==> src/rtl/pq_init.sv <==
// Priority-queue initiator: fills a PQ device with LFSR-keyed items, drains it,
// and flags ordering, overflow and count errors.
module pq_init #(
   parameter int unsigned KW   = 16,
   parameter int unsigned VW   = 8,
   parameter int unsigned NOPS = 32,
   parameter logic [15:0] SEED = 16'hACE1
) (
   input  logic             clk,
   input  logic             rst_n,
   input  logic             start,
   output logic             enq,
   output logic             deq,
   output logic [KW+VW-1:0] kvi,
   input  logic [KW+VW-1:0] kvo,
   input  logic             busy,
   input  logic             full,
   input  logic             empty,
   output logic             done,
   output logic             pass,
   output logic [7:0]       err_cnt
);

   localparam int unsigned KVW = KW + VW;
   localparam int unsigned CW  = VW + 1;

   typedef enum logic [2:0] {IDLE, FILL, WAITF, DRAIN, WAITD, DONE} state_t;

   state_t          state_q, state_d;
   logic [15:0]     lfsr_q, lfsr_d, lfsr_adv;
   logic [VW-1:0]   idx_q, idx_d;
   logic [CW-1:0]   dcnt_q, dcnt_d;
   logic [KW-1:0]   last_key_q, last_key_d;
   logic            seen_q, seen_d;
   logic [7:0]      err_d;
   logic [KVW-1:0]  kvi_d;
   logic            enq_d, deq_d, done_d, pass_d;

   function automatic logic [15:0] lfsr_step(input logic [15:0] l);
      return {l[14:0], l[15] ^ l[13] ^ l[12] ^ l[10]};
   endfunction

   function automatic logic [7:0] sat_inc(input logic [7:0] c);
      return (c == 8'hFF) ? c : c + 8'd1;
   endfunction

   // State and datapath registers
   always_ff @(posedge clk or negedge rst_n) begin
      if (!rst_n) begin
         state_q    <= IDLE;
         lfsr_q     <= SEED;
         idx_q      <= '0;
         dcnt_q     <= '0;
         last_key_q <= '0;
         seen_q     <= 1'b0;
         err_cnt    <= '0;
         kvi        <= '0;
         enq        <= 1'b0;
         deq        <= 1'b0;
         done       <= 1'b0;
         pass       <= 1'b0;
      end else begin
         state_q    <= state_d;
         lfsr_q     <= lfsr_d;
         idx_q      <= idx_d;
         dcnt_q     <= dcnt_d;
         last_key_q <= last_key_d;
         seen_q     <= seen_d;
         err_cnt    <= err_d;
         kvi        <= kvi_d;
         enq        <= enq_d;
         deq        <= deq_d;
         done       <= done_d;
         pass       <= pass_d;
      end
   end

   // Next-state and next-output logic
   always_comb begin
      state_d    = state_q;
      lfsr_d     = lfsr_q;
      idx_d      = idx_q;
      dcnt_d     = dcnt_q;
      last_key_d = last_key_q;
      seen_d     = seen_q;
      err_d      = err_cnt;
      kvi_d      = kvi;
      enq_d      = 1'b0;
      deq_d      = 1'b0;
      lfsr_adv   = lfsr_step(lfsr_q);

      case (state_q)
         IDLE, DONE: begin
            if (start) begin
               lfsr_d     = SEED;
               idx_d      = '0;
               dcnt_d     = '0;
               last_key_d = '0;
               seen_d     = 1'b0;
               err_d      = '0;
               state_d    = FILL;
            end
         end
         FILL: begin
            if (!busy) begin
               if (full) begin
                  err_d   = sat_inc(err_cnt);
                  state_d = DRAIN;
               end else begin
                  enq_d   = 1'b1;
                  kvi_d   = {KW'(lfsr_adv), idx_q};
                  lfsr_d  = lfsr_adv;
                  idx_d   = idx_q + VW'(1);
                  state_d = WAITF;
               end
            end
         end
         WAITF: state_d = (idx_q < VW'(NOPS)) ? FILL : DRAIN;
         DRAIN: begin
            if (!busy) begin
               if (!empty) begin
                  // whole-word compare against {last_key, 0} is exactly key < last_key
                  if (seen_q && (kvo < {last_key_q, VW'(0)}))
                     err_d = sat_inc(err_cnt);
                  last_key_d = kvo[KVW-1:VW];
                  seen_d     = 1'b1;
                  dcnt_d     = dcnt_q + CW'(1);
                  deq_d      = 1'b1;
                  state_d    = WAITD;
               end else begin
                  if (dcnt_q != CW'(idx_q))
                     err_d = sat_inc(err_cnt);
                  state_d = DONE;
               end
            end
         end
         WAITD: state_d = DRAIN;
         default: state_d = IDLE;
      endcase

      done_d = (state_d == DONE);
      pass_d = done_d && (err_d == 8'd0);
   end

endmodule

==> config.mk <==
export PLATFORM = sky130hd
export DESIGN_NAME = pq_init
export DESIGN_NICKNAME = d
export VERILOG_FILES = /design/src/rtl/pq_init.sv
export SDC_FILE = /design/constraint.sdc
export NUM_CORES = 1
export LEC_CHECK = 0
export BUFFER_PORTS_ARGS = -buffer_cell sky130_fd_sc_hd__buf_2
export CORE_UTILIZATION = 45
export DETAILED_ROUTE_END_ITERATION = 6
export PLACE_DENSITY = 0.77
export SYNTH_ARGS = -nofsm -noshare
export SYNTH_HDL_FRONTEND = slang
export SYNTH_SLANG_ARGS = --single-unit
==> constraint.sdc <==
create_clock -name clk -period 2.4 [get_ports clk]
set_input_delay 0 -clock clk [delete_from_list [all_inputs] [get_ports clk]]
set_output_delay 0 -clock clk [all_outputs]
set_load 0.01 [all_outputs]
==> flow_results.org <==
** Floorplan
- Row Count :: 35
- Area of the core :: 9420 sq um
- In this run the horizontal extent of the chip is 102 um.
- Number of primary I/O pins :: 66
- In this run the vertical extent of the chip is 102 um.
- For this configuration, the core starts out at a cell density of 0.474.
- The floorplan step defined a die boundary enclosing 10300 sq um.

** Worst setup path
- Along the worst path, the maximum fanout reaches 3.
- For this design, the slowest cell found on the critical path is dfrtp_1.
- Walking the worst path, the cells encountered are inv_2, ha_4, a21oi_2, o21ai_1, nor4_2, o21ai_2, a31o_1, o21a_1, a211o_1, nor4_2.
- At the worst endpoint, the required time is 2660 ps.
- The number of buffers and inverters on the critical path is 1.
- Crit path launch type :: flop
- Broken down by cell family, the worst path's largest delay share belongs to compound AO/OA/AOI/OAI gates.
- The critical path in this run is classified as reg -> reg.
- Arrival time at the worst endpoint :: 2680 ps
- Critical path endpoint category :: flop
- Most Frequent Cell on Critical Path :: nor4_2
- On the worst path, the slowest cell contributes a delay of 400 ps.

** Global routing
- Number of antenna violations at the first check in global routing :: 0
- Global routing finished with a remaining overflow of 0.
- Entering global routing, the biggest net connects 57 pins.
- The first global-routing pass estimated 17500 um of wire.
- The via count of the first global-routing pass came to 3649.
- Global-route usage over all layers :: 0.220

** Drt
- The final route contains 3828 vias.
- The detailed router finished its first iteration with 180 violations.
- The first detailed-routing pass ran for 4 iterations.
- Amount of wire on met2 after detailed routing :: 5160 um
- Number of design rule violations left after detail routing :: 0
- DR WL met3 :: 366 um
- Wires add up to 10600 um.
- Routed metal-1 wirelength :: 4840 um
- Post-detailed-route count of antenna-violating nets :: 0
- WL/cell :: 15.0 um
- Using the TritonRoute via totals, the vias-per-cell ratio works out to 5.44.
- Routed signal wires occupy layers up through met4.

** STA
- The clock arrives with 9.66 ps of skew.
- For the final routed database, the setup TNS stands at -12.8 ps.
- Setup violations remaining at the end of the flow were counted as 1.
- Max frequency :: 414 MHz
- Setup slack of the critical path after layout :: -12.8 ps
- Final worst path period need :: 2410 ps
- Headroom to the max-slew limit came out at 0.528.
- Setup repair after global routing missed its margin :: yes
- Slew at the pin closest to its max-slew limit :: 709 ps
- Part of the cycle the worst path needs :: 1.01
- The number of slew-limit violations in the final report came to 0.
- Final Hold Violating Endpoints :: 0

** Logic synthesis
- The synthesized design contains 89 register bits.
- Synth Net Count :: 525
- Async set or reset register ratio after synthesis :: 1.00
- List of most frequent post-synthesis cells :: 119 x nand2_1, 81 x dfrtp_1, 28 x o21ai_0, 27 x nor2_1, 23 x inv_1
- In this run, distinct cell masters in the synthesized netlist total 55.
- Count of flip-flops with a built-in enable after synthesis :: 0
- The share of synthesized area in the top cell type comes to 0.454.
- The synthesized design spends more area on one cell type than any other, namely dfrtp_1.
- The cell count after synthesis came out at 477.
- By instance count, the leading cell after synthesis is nand2_1.
- Average cell area after synthesis :: 9.36 sq um
- For this run, the leading register cell type out of synthesis is dfrtp_1.
- Yosys attributes the largest share of cell area to dfrtp_1 45%, nand2_1 10%, ha_1 5.0%.
- For this run, the register share of the synthesized area comes to 0.501.
- The Yosys step of the flow raised 0 warnings.
- After synthesis the cells add up to 4460 sq um.

** Cells and area
- Area grow syn2layout :: 23.4%
- Counting the fill cells in the layout gives 821.
- Of the cells placed in the final design, the portion with a size suffix greater than 1 is 0.226.
- The repair_antennas step left the layout with diodes totalling 0.
- For this run, the post-layout net count is 618.
- Finished layout cell area :: 5510 sq um

** Power and ir drop
- Sequential group share of total power :: 0.393
- Sw Pwr :: 0.00234 W
- Power share of the clock group :: 0.181
- Logic pwr share :: 0.427
- Cell Pwr Density :: 1070 nW/um^2
- Cell Int Power :: 0.00357 W
- Of the total power, the share spent switching nets is 0.396.
- Summed over all cells, the static leakage comes to 2.69 nW.
- The design draws 0.00591 W.
- IR analysis of the VDD net gives a maximum drop of 0.424 mV.

** Hold path
- The worst hold path belongs to the class in -> reg.

** CTS
- TritonCTS built the clock tree.
- The tree built by TritonCTS fans out to 89 sinks.
- CTS HTree Levels :: 3
- In this run, CTS created clock tree buffers numbering 9.
- The tree is rooted in a clkbuf_8.
- Insertion delay to the later sink of the worst-skew pair :: 360 ps
- The clock passes through at most 2 buffers.
- After clock tree synthesis, the clock-pin slew on the worst setup and hold paths is 90 ps.

** Status
- The final reports fail on setup timing.
- Result of the run :: finished, violations left

** Placed design
- Routability-driven placement finished with a final weighted congestion of 0.882.
- Detailed placement ended at an HPWL of 7050 um.
- I/O Buffers :: 57
- Setup WS pre-CTS :: -83.4 ps
- The placed instances occupy a cell area of 5020 sq um.

** Flow run
- The tool flagged a number of max-cap violations equal to 0.
## area by class of cell
class | count | area (sq um) | share of cell area
flip-flops and latches | 89 | 2240 | 0.406
multi-input cells | 346 | 2150 | 0.391
repair buffers | 99 | 662 | 0.120
well taps | 129 | 161 | 0.0293
clock buffers | 10 | 128 | 0.0232
inverters | 25 | 93.8 | 0.0170
clock inverters | 6 | 75.1 | 0.0136
## state kept, by name (all words and copies together) (netlist names)
name,flops
lfsr_q,16
enq,1
kvi,24
pass,1
idx_q,8
err_cnt,8
last_key_q,16
dcnt_q,9
deq,1
done,1
state_q,3
seen_q,1
## path summary, 6_finish.rpt
| kind | cells past startpoint | end | start | slack [ps] |
|---|---|---|---|---|
| max | 10 | pass | last_key_q[13] | -10 |
| min reg2reg | 2 | kvi[9] | kvi[9] | 480 |
| max in group asynchronous | 3 | lfsr_q[0] | rst_n | 1470 |
| min in group asynchronous | 2 | kvi[17] | rst_n | 240 |
| max reg2reg | 10 | pass | last_key_q[13] | -10 |
| min | 5 | state_q[0] | busy | 80 |
## power by group through the flow
stage               Sequential, W  Clock, W  Combinational [W]
floorplan                 0.00236         0            0.00154
global placement          0.00231         0            0.00228
detailed placement        0.00234         0            0.00236
CTS                       0.00231   0.00109            0.00242
global route              0.00239   0.00116            0.00283
finish                    0.00232   0.00107            0.00252
## logic make-up (layout without fill, tap and decap cells)
logic type | Yosys count | in the layout | share of synthesized area
compound gates | 104 | 104 | 0.165
xor+xnor | 19 | 19 | 0.0373
fa+ha+maj | 18 | 18 | 0.0504
buf+inv | 42 | 140 | 0.0376
flops | 89 | 89 | 0.501
mux | 2 | 2 | 0.00476
simple gates | 203 | 203 | 0.203
## tightest hold or removal path: cells and delay by family
| family | cells | cell delay, ps |
|---|---|---|
| buffers and inverters | 2 | 220 |
| AO/OA/AOI/OAI | 1 | 60 |
| AND/OR/NAND/NOR | 2 | 120 |
## placed cells by master (no fill, tap or decap), types with 6 or more instances in the layout
master | netlist | final
buf_2 | 5 | 56
dfrtp_1 | 81 | 81
clkbuf_8 | 0 | 9
buf_4 | 1 | 24
dfstp_2 | 8 | 8
dlygate4sd3_1 | 0 | 17
a22o_1 | 18 | 18
o21ai_0 | 28 | 27
inv_1 | 23 | 22
nand4_1 | 8 | 8
o22a_1 | 7 | 7
xor2_1 | 6 | 6
xnor2_1 | 13 | 13
nand2_1 | 119 | 119
nor2_1 | 27 | 27
ha_1 | 18 | 15
nand3_1 | 14 | 14
nor3_1 | 10 | 8
a21oi_1 | 13 | 10
## what timing repair did
action	4_1_cts	5_1_grt
hold endpoints to repair	66	0
gates resized for setup	4	16
setup endpoints to repair	1	4
pin swaps	1	15
hold buffers	17	0
buffers inserted	0	3
## metrics by stage
stage,std cells,utilization,hold slack [ps]
2_1_floorplan,477,-,-296
3_3_place_gp,668,0.533,92.3
3_5_place_dp,668,0.533,104
4_1_cts,701,0.574,66.5
5_1_grt,704,0.585,142
6_report,704,0.585,83.2
## routing by layer
metal  up-vias  global-route usage
li1       1850                   -
met4         0              0.0970
met1      1868               0.306
met5         -                   0
met2        89               0.344
met3        21              0.0290
Power figures use the tool's default switching activity.
